File: config.mk
export PLATFORM = sky130hd
export DESIGN_NAME = gate_exerciser
export DESIGN_NICKNAME = d
export VERILOG_FILES = /design/src/rtl/gate_exerciser.sv
export SDC_FILE = /design/constraint.sdc
export NUM_CORES = 1
export LEC_CHECK = 0
export CAP_MARGIN = 30
export CORE_MARGIN = 4
export CORE_UTILIZATION = 55
export CTS_BUF_LIST = sky130_fd_sc_hd__clkbuf_8
export DETAILED_ROUTE_END_ITERATION = 10
export GPL_TIMING_DRIVEN = 0
export HOLD_SLACK_MARGIN = 0.02
export PLACE_DENSITY = 0.86
export REMOVE_ABC_BUFFERS = 1
export SLEW_MARGIN = 15
export SYNTH_ARGS = -nofsm -noshare
export SYNTH_HDL_FRONTEND = slang
export SYNTH_SLANG_ARGS = --single-unit
File: constraint.sdc
create_clock -name clk -period 2.6 [get_ports clk]
set_input_delay 0.78 -clock clk [delete_from_list [all_inputs] [get_ports clk]]
set_output_delay 0.78 -clock clk [all_outputs]
set_load 0.005 [all_outputs]
File: src/rtl/gate_exerciser.sv
// rtl/gate_exerciser.sv - clocked driver/checker for a 2-input, 1-output gate.
// Steps {a,b} through 00,01,10,11, samples dut_c after each settle window, and compares it with the gate_sel truth table.
module gate_exerciser #(
    parameter int SETTLE_CYCLES = 2,
    parameter int ERR_W         = 3
) (
    input  logic             clk,
    input  logic             rst,
    input  logic             start,
    input  logic [2:0]       gate_sel,
    output logic             dut_a,
    output logic             dut_b,
    input  logic             dut_c,
    output logic             busy,
    output logic             done,
    output logic             pass,
    output logic [ERR_W-1:0] err_count,
    output logic [3:0]       fail_mask
);

    typedef enum logic [1:0] {IDLE, RUN, FINISH} state_t;

    localparam logic [3:0]       SETTLE_LOAD = 4'(SETTLE_CYCLES - 1);
    localparam logic [ERR_W-1:0] ERR_MAX     = {ERR_W{1'b1}};

    state_t           state_q;
    logic [2:0]       gsel_q;
    logic [1:0]       vec_q;
    logic [3:0]       cnt_q;
    logic             a_q, b_q, busy_q, done_q, pass_q;
    logic [ERR_W-1:0] err_q;
    logic [3:0]       mask_q;

    logic [3:0]       tt_d;
    logic             mismatch_d;
    logic [ERR_W-1:0] err_d;

    always_comb begin
        tt_d = 4'b0000;
        case (gsel_q)
            3'd0: tt_d = 4'b1000;
            3'd1: tt_d = 4'b1110;
            3'd2: tt_d = 4'b0110;
            3'd3: tt_d = 4'b0111;
            3'd4: tt_d = 4'b0001;
            3'd5: tt_d = 4'b1001;
            3'd6: tt_d = 4'b1100;
            default: tt_d = 4'b1010;
        endcase
        mismatch_d = (dut_c != tt_d[vec_q]);
        err_d      = (mismatch_d && (err_q != ERR_MAX)) ? err_q + 1'b1 : err_q;
    end

    always_ff @(posedge clk or posedge rst) begin
        if (rst) begin
            state_q <= IDLE;
            gsel_q  <= 3'd0;
            vec_q   <= 2'd0;
            cnt_q   <= 4'd0;
            a_q     <= 1'b0;
            b_q     <= 1'b0;
            busy_q  <= 1'b0;
            done_q  <= 1'b0;
            pass_q  <= 1'b0;
            err_q   <= '0;
            mask_q  <= 4'd0;
        end else begin
            case (state_q)
                IDLE: begin
                    if (start) begin
                        state_q <= RUN;
                        gsel_q  <= gate_sel;
                        vec_q   <= 2'd0;
                        cnt_q   <= SETTLE_LOAD;
                        a_q     <= 1'b0;
                        b_q     <= 1'b0;
                        busy_q  <= 1'b1;
                        pass_q  <= 1'b0;
                        err_q   <= '0;
                        mask_q  <= 4'd0;
                    end
                end
                RUN: begin
                    if (cnt_q == 4'd0) begin
                        err_q <= err_d;
                        if (mismatch_d) mask_q[vec_q] <= 1'b1;
                        if (vec_q == 2'd3) begin
                            state_q <= FINISH;
                            busy_q  <= 1'b0;
                            done_q  <= 1'b1;
                            a_q     <= 1'b0;
                            b_q     <= 1'b0;
                            // Final sample has not reached mask_q yet, so fold it in here.
                            pass_q  <= (mask_q == 4'd0) && !mismatch_d;
                        end else begin
                            vec_q <= vec_q + 2'd1;
                            {a_q, b_q} <= vec_q + 2'd1;
                            cnt_q <= SETTLE_LOAD;
                        end
                    end else begin
                        cnt_q <= cnt_q - 4'd1;
                    end
                end
                default: begin
                    done_q  <= 1'b0;
                    state_q <= IDLE;
                end
            endcase
        end
    end

    assign dut_a     = a_q;
    assign dut_b     = b_q;
    assign busy      = busy_q;
    assign done      = done_q;
    assign pass      = pass_q;
    assign err_count = err_q;
    assign fail_mask = mask_q;

endmodule
==> flow_summary_export.csv <==
group,metric,value,unit
layout,nNetsFinal,163,
global_routing,grtUsageTotal,0.181,
drt,ant_nets,0,
worst_setup_path,required,2.76,ns
global_routing,grt_max_degree,24,
die,die_area,0.00308,mm2
placement,io_buffers,18,
layout,antenna_cells,0,
worst_setup_path,arrival,2.62,ns
drt,totalWireLength,2630,um
timing,max_freq,407,MHz
drt,dr.pass1.iters,4,
layout,synthToLayoutAreaGrowth,22.5,%
yosys,ys_ff_latch,23,
clocking,clock_latency,0.27,ns
timing,setup_tns,0,ns
yosys,ys_seq_area_frac,0.464,
worst_setup_path,path_cells,"clkdlybuf4s50_1 > nor3b_4 > a21oi_1 > nor4_1 > mux2i_1 > o211a_1 > a32o_1",
yosys,yosysUniqueCellTypes,34,
timing,rsz0062_at_grt,"false",
global_routing,grt_pass1_wl,4590,um
timing,fin_crit,2.46,ns
placement,dp_slack,-0.152,ns
clocking,path_clk_slew,0.09,ns
worst_setup_path,reg2reg_setup_slack,0.30,ns
layout,fill_cells,153,
die,io_pins,19,
power_and_ir_drop,clkPwrFrac,0.127,
clocking,cts_tree,"built",
clocking,clockBufferDepth,2,
timing,slew_headroom,0.613,
placement,dp_cells,169,
drt,num_vias,1021,
power_and_ir_drop,switchingPower,0.764,mW
timing,skew,0.00296,ns
worst_setup_path,end_kind,"register",
timing,hold_viol,0,
drt,drcViolationCount,0,
yosys,avgSynthCellArea,9.84,um2
global_routing,grt_pass1_vias,1021,
timing,worst_pin_slew,0.581,ns
power_and_ir_drop,p_leak,0.687,nW
drt,wire_per_inst,15.1,um
placement,dpl.hpwl,1850,um
hold_path,hold_path.class,"reg2reg",
layout,drive_gt1_frac,0.0816,
timing,setup_viol_count_final,0,
clocking,post-cts-setup-buffers,0,
worst_setup_path,cp_max_fo,8,
placement,place_congestion,0.725,
run_status,run_status,"completed",
power_and_ir_drop,sw_frac_of_total,0.423,
power_and_ir_drop,peakVddDrop,0.816,mV
die,initial_core_util,0.607,
job,max-cap-violations,0,
yosys,syn_area,0.00124,mm2
layout,finalInstanceArea,0.00152,mm2
clocking,cts_root_buffer,"clkbuf_8",
yosys,synth_ff_type,"dfrtp_1",
timing,period_share,0.946,
yosys,async_flop_share,1.00,
power_and_ir_drop,power_density,1190,mW/mm2
worst_setup_path,crit_path_start_kind,"input pin",
placement,placed_area,0.00144,mm2
die,rows,16,
yosys,yosys_warnings,0,
timing,hold-worst-slack,0.493,ns
timing,slew_viol_final,0,
die,core-area,0.00204,mm2
global_routing,grt-ovfl-total,0,
worst_setup_path,path_class,"in2reg",
worst_setup_path,crit_path_max_incr_delay,0.49,ns
global_routing,antenna_found_initial,0,
power_and_ir_drop,pwr-share-seq,0.365,
worst_setup_path,cp_slowest_cell,"clkdlybuf4s50_1",
clocking,cts_inserted_buffers,3,
clocking,cts_sinks,23,
layout,final_core_util,0.744,
drt,drt_iter0_markers,21,
power_and_ir_drop,internal_power,1.04,mW
clocking,cts_resized,0,
power_and_ir_drop,finalPower,1.81,mW
yosys,synth_edf_count,0,
layout,final_cells,174,
power_and_ir_drop,pwr-share-comb,0.508,
die,die_w,55.5,um
yosys,synth_cells,126,
clocking,htreeDepth,1,
clocking,cts_hold_buffers,0,
drt,viasPerCell,5.87,
die,die_y,55.5,um
timing,finalWorstSetupSlack,0.141,ns
-- per-layer routing --
layer / GRT usage / vias up / wire, um
met4: 0.0278 / 0 / 4
met5: 0 / - / 0
met2: 0.296 / 25 / 1320
met3: 0.0583 / 2 / 135
li1: - / 486 / -
met1: 0.239 / 508 / 1170
-- Yosys cell counts (2+ instances only) --
library cell   n  area [um2]
inv_1         10        37.5
dfrtp_1       23         576
a21oi_1        7        35.0
nor3b_1        2        15.0
ha_1           8         100
nand2_1       22        82.6
nor2b_1        3        18.8
nand2b_1       3        18.8
o21ai_0       10        50.1
a21o_1         2        15.0
nor2_1         7        26.3
a32o_1         6        60.1
nor3_1         2        10.0
-- final timing paths --
path,endpoint,startpoint,cells after the start
worst max-delay path,err_count[2],start,7
worst min-delay path,done,done,1
worst max register to register,err_count[2],cnt_q[0],8
worst min register to register,done,done,1
max in group asynchronous,cnt_q[2],rst,3
min in group asynchronous,cnt_q[1],rst,2
-- cells by family after synthesis --
kind of cell,share of synthesized area
AO/OA/AOI/OAI,0.201
XOR/XNOR,0.0131
adder cells (fa/ha/maj),0.0898
buffers and inverters,0.0424
flip-flops,0.464
multiplexers,0.00807
AND/OR/NAND/NOR,0.182
-- layout by cell type, fill, tap and decap left out, types with 3 or more instances in the layout --
cell type and instances:
nor2_1 7, nor2b_1 3, a21oi_1 7, a32o_1 6
clkdlybuf4s50_1 18, inv_1 10, o21ai_0 10, clkbuf_8 3
nand2b_1 3, nand2_1 22, dfrtp_1 23, ha_1 8
-- critical path: cells and delay by family --
family | cells | cell delay (ns)
buffers and inverters | 1 | 0.49
AOI/OAI and AO/OA | 3 | 0.60
muxes | 1 | 0.12
and+or+nand+nor | 2 | 0.63
-- power by group through the flow --
stage,combinational [mW],sequential [mW],clock (mW)
6_report,0.918,0.660,0.230
2_1_floorplan,0.614,0.630,0
3_3_place_gp,0.858,0.643,0
4_1_cts,0.906,0.653,0.234
5_1_grt,1.04,0.681,0.246
3_5_place_dp,0.899,0.654,0
-- layout make-up --
| cell class | count | area (um2) | area share |
|---|---|---|---|
| clock buffers | 3 | 41.3 | 0.0272 |
| clock inverters | 1 | 7.51 | 0.00494 |
| inverters | 10 | 37.5 | 0.0247 |
| multi-input cells | 91 | 618 | 0.407 |
| flip-flops and latches | 23 | 576 | 0.379 |
| well taps | 27 | 33.8 | 0.0222 |
| repair buffers | 19 | 205 | 0.135 |
-- sequential cells by signal, summed over array words and instances, names as in the netlist, 2 cells and up --
signal / count
cnt_q: 4
fail_mask: 4
err_count: 3
gsel_q: 3
state_q: 2
vec_q: 2
(Power assumes the default switching activity.)
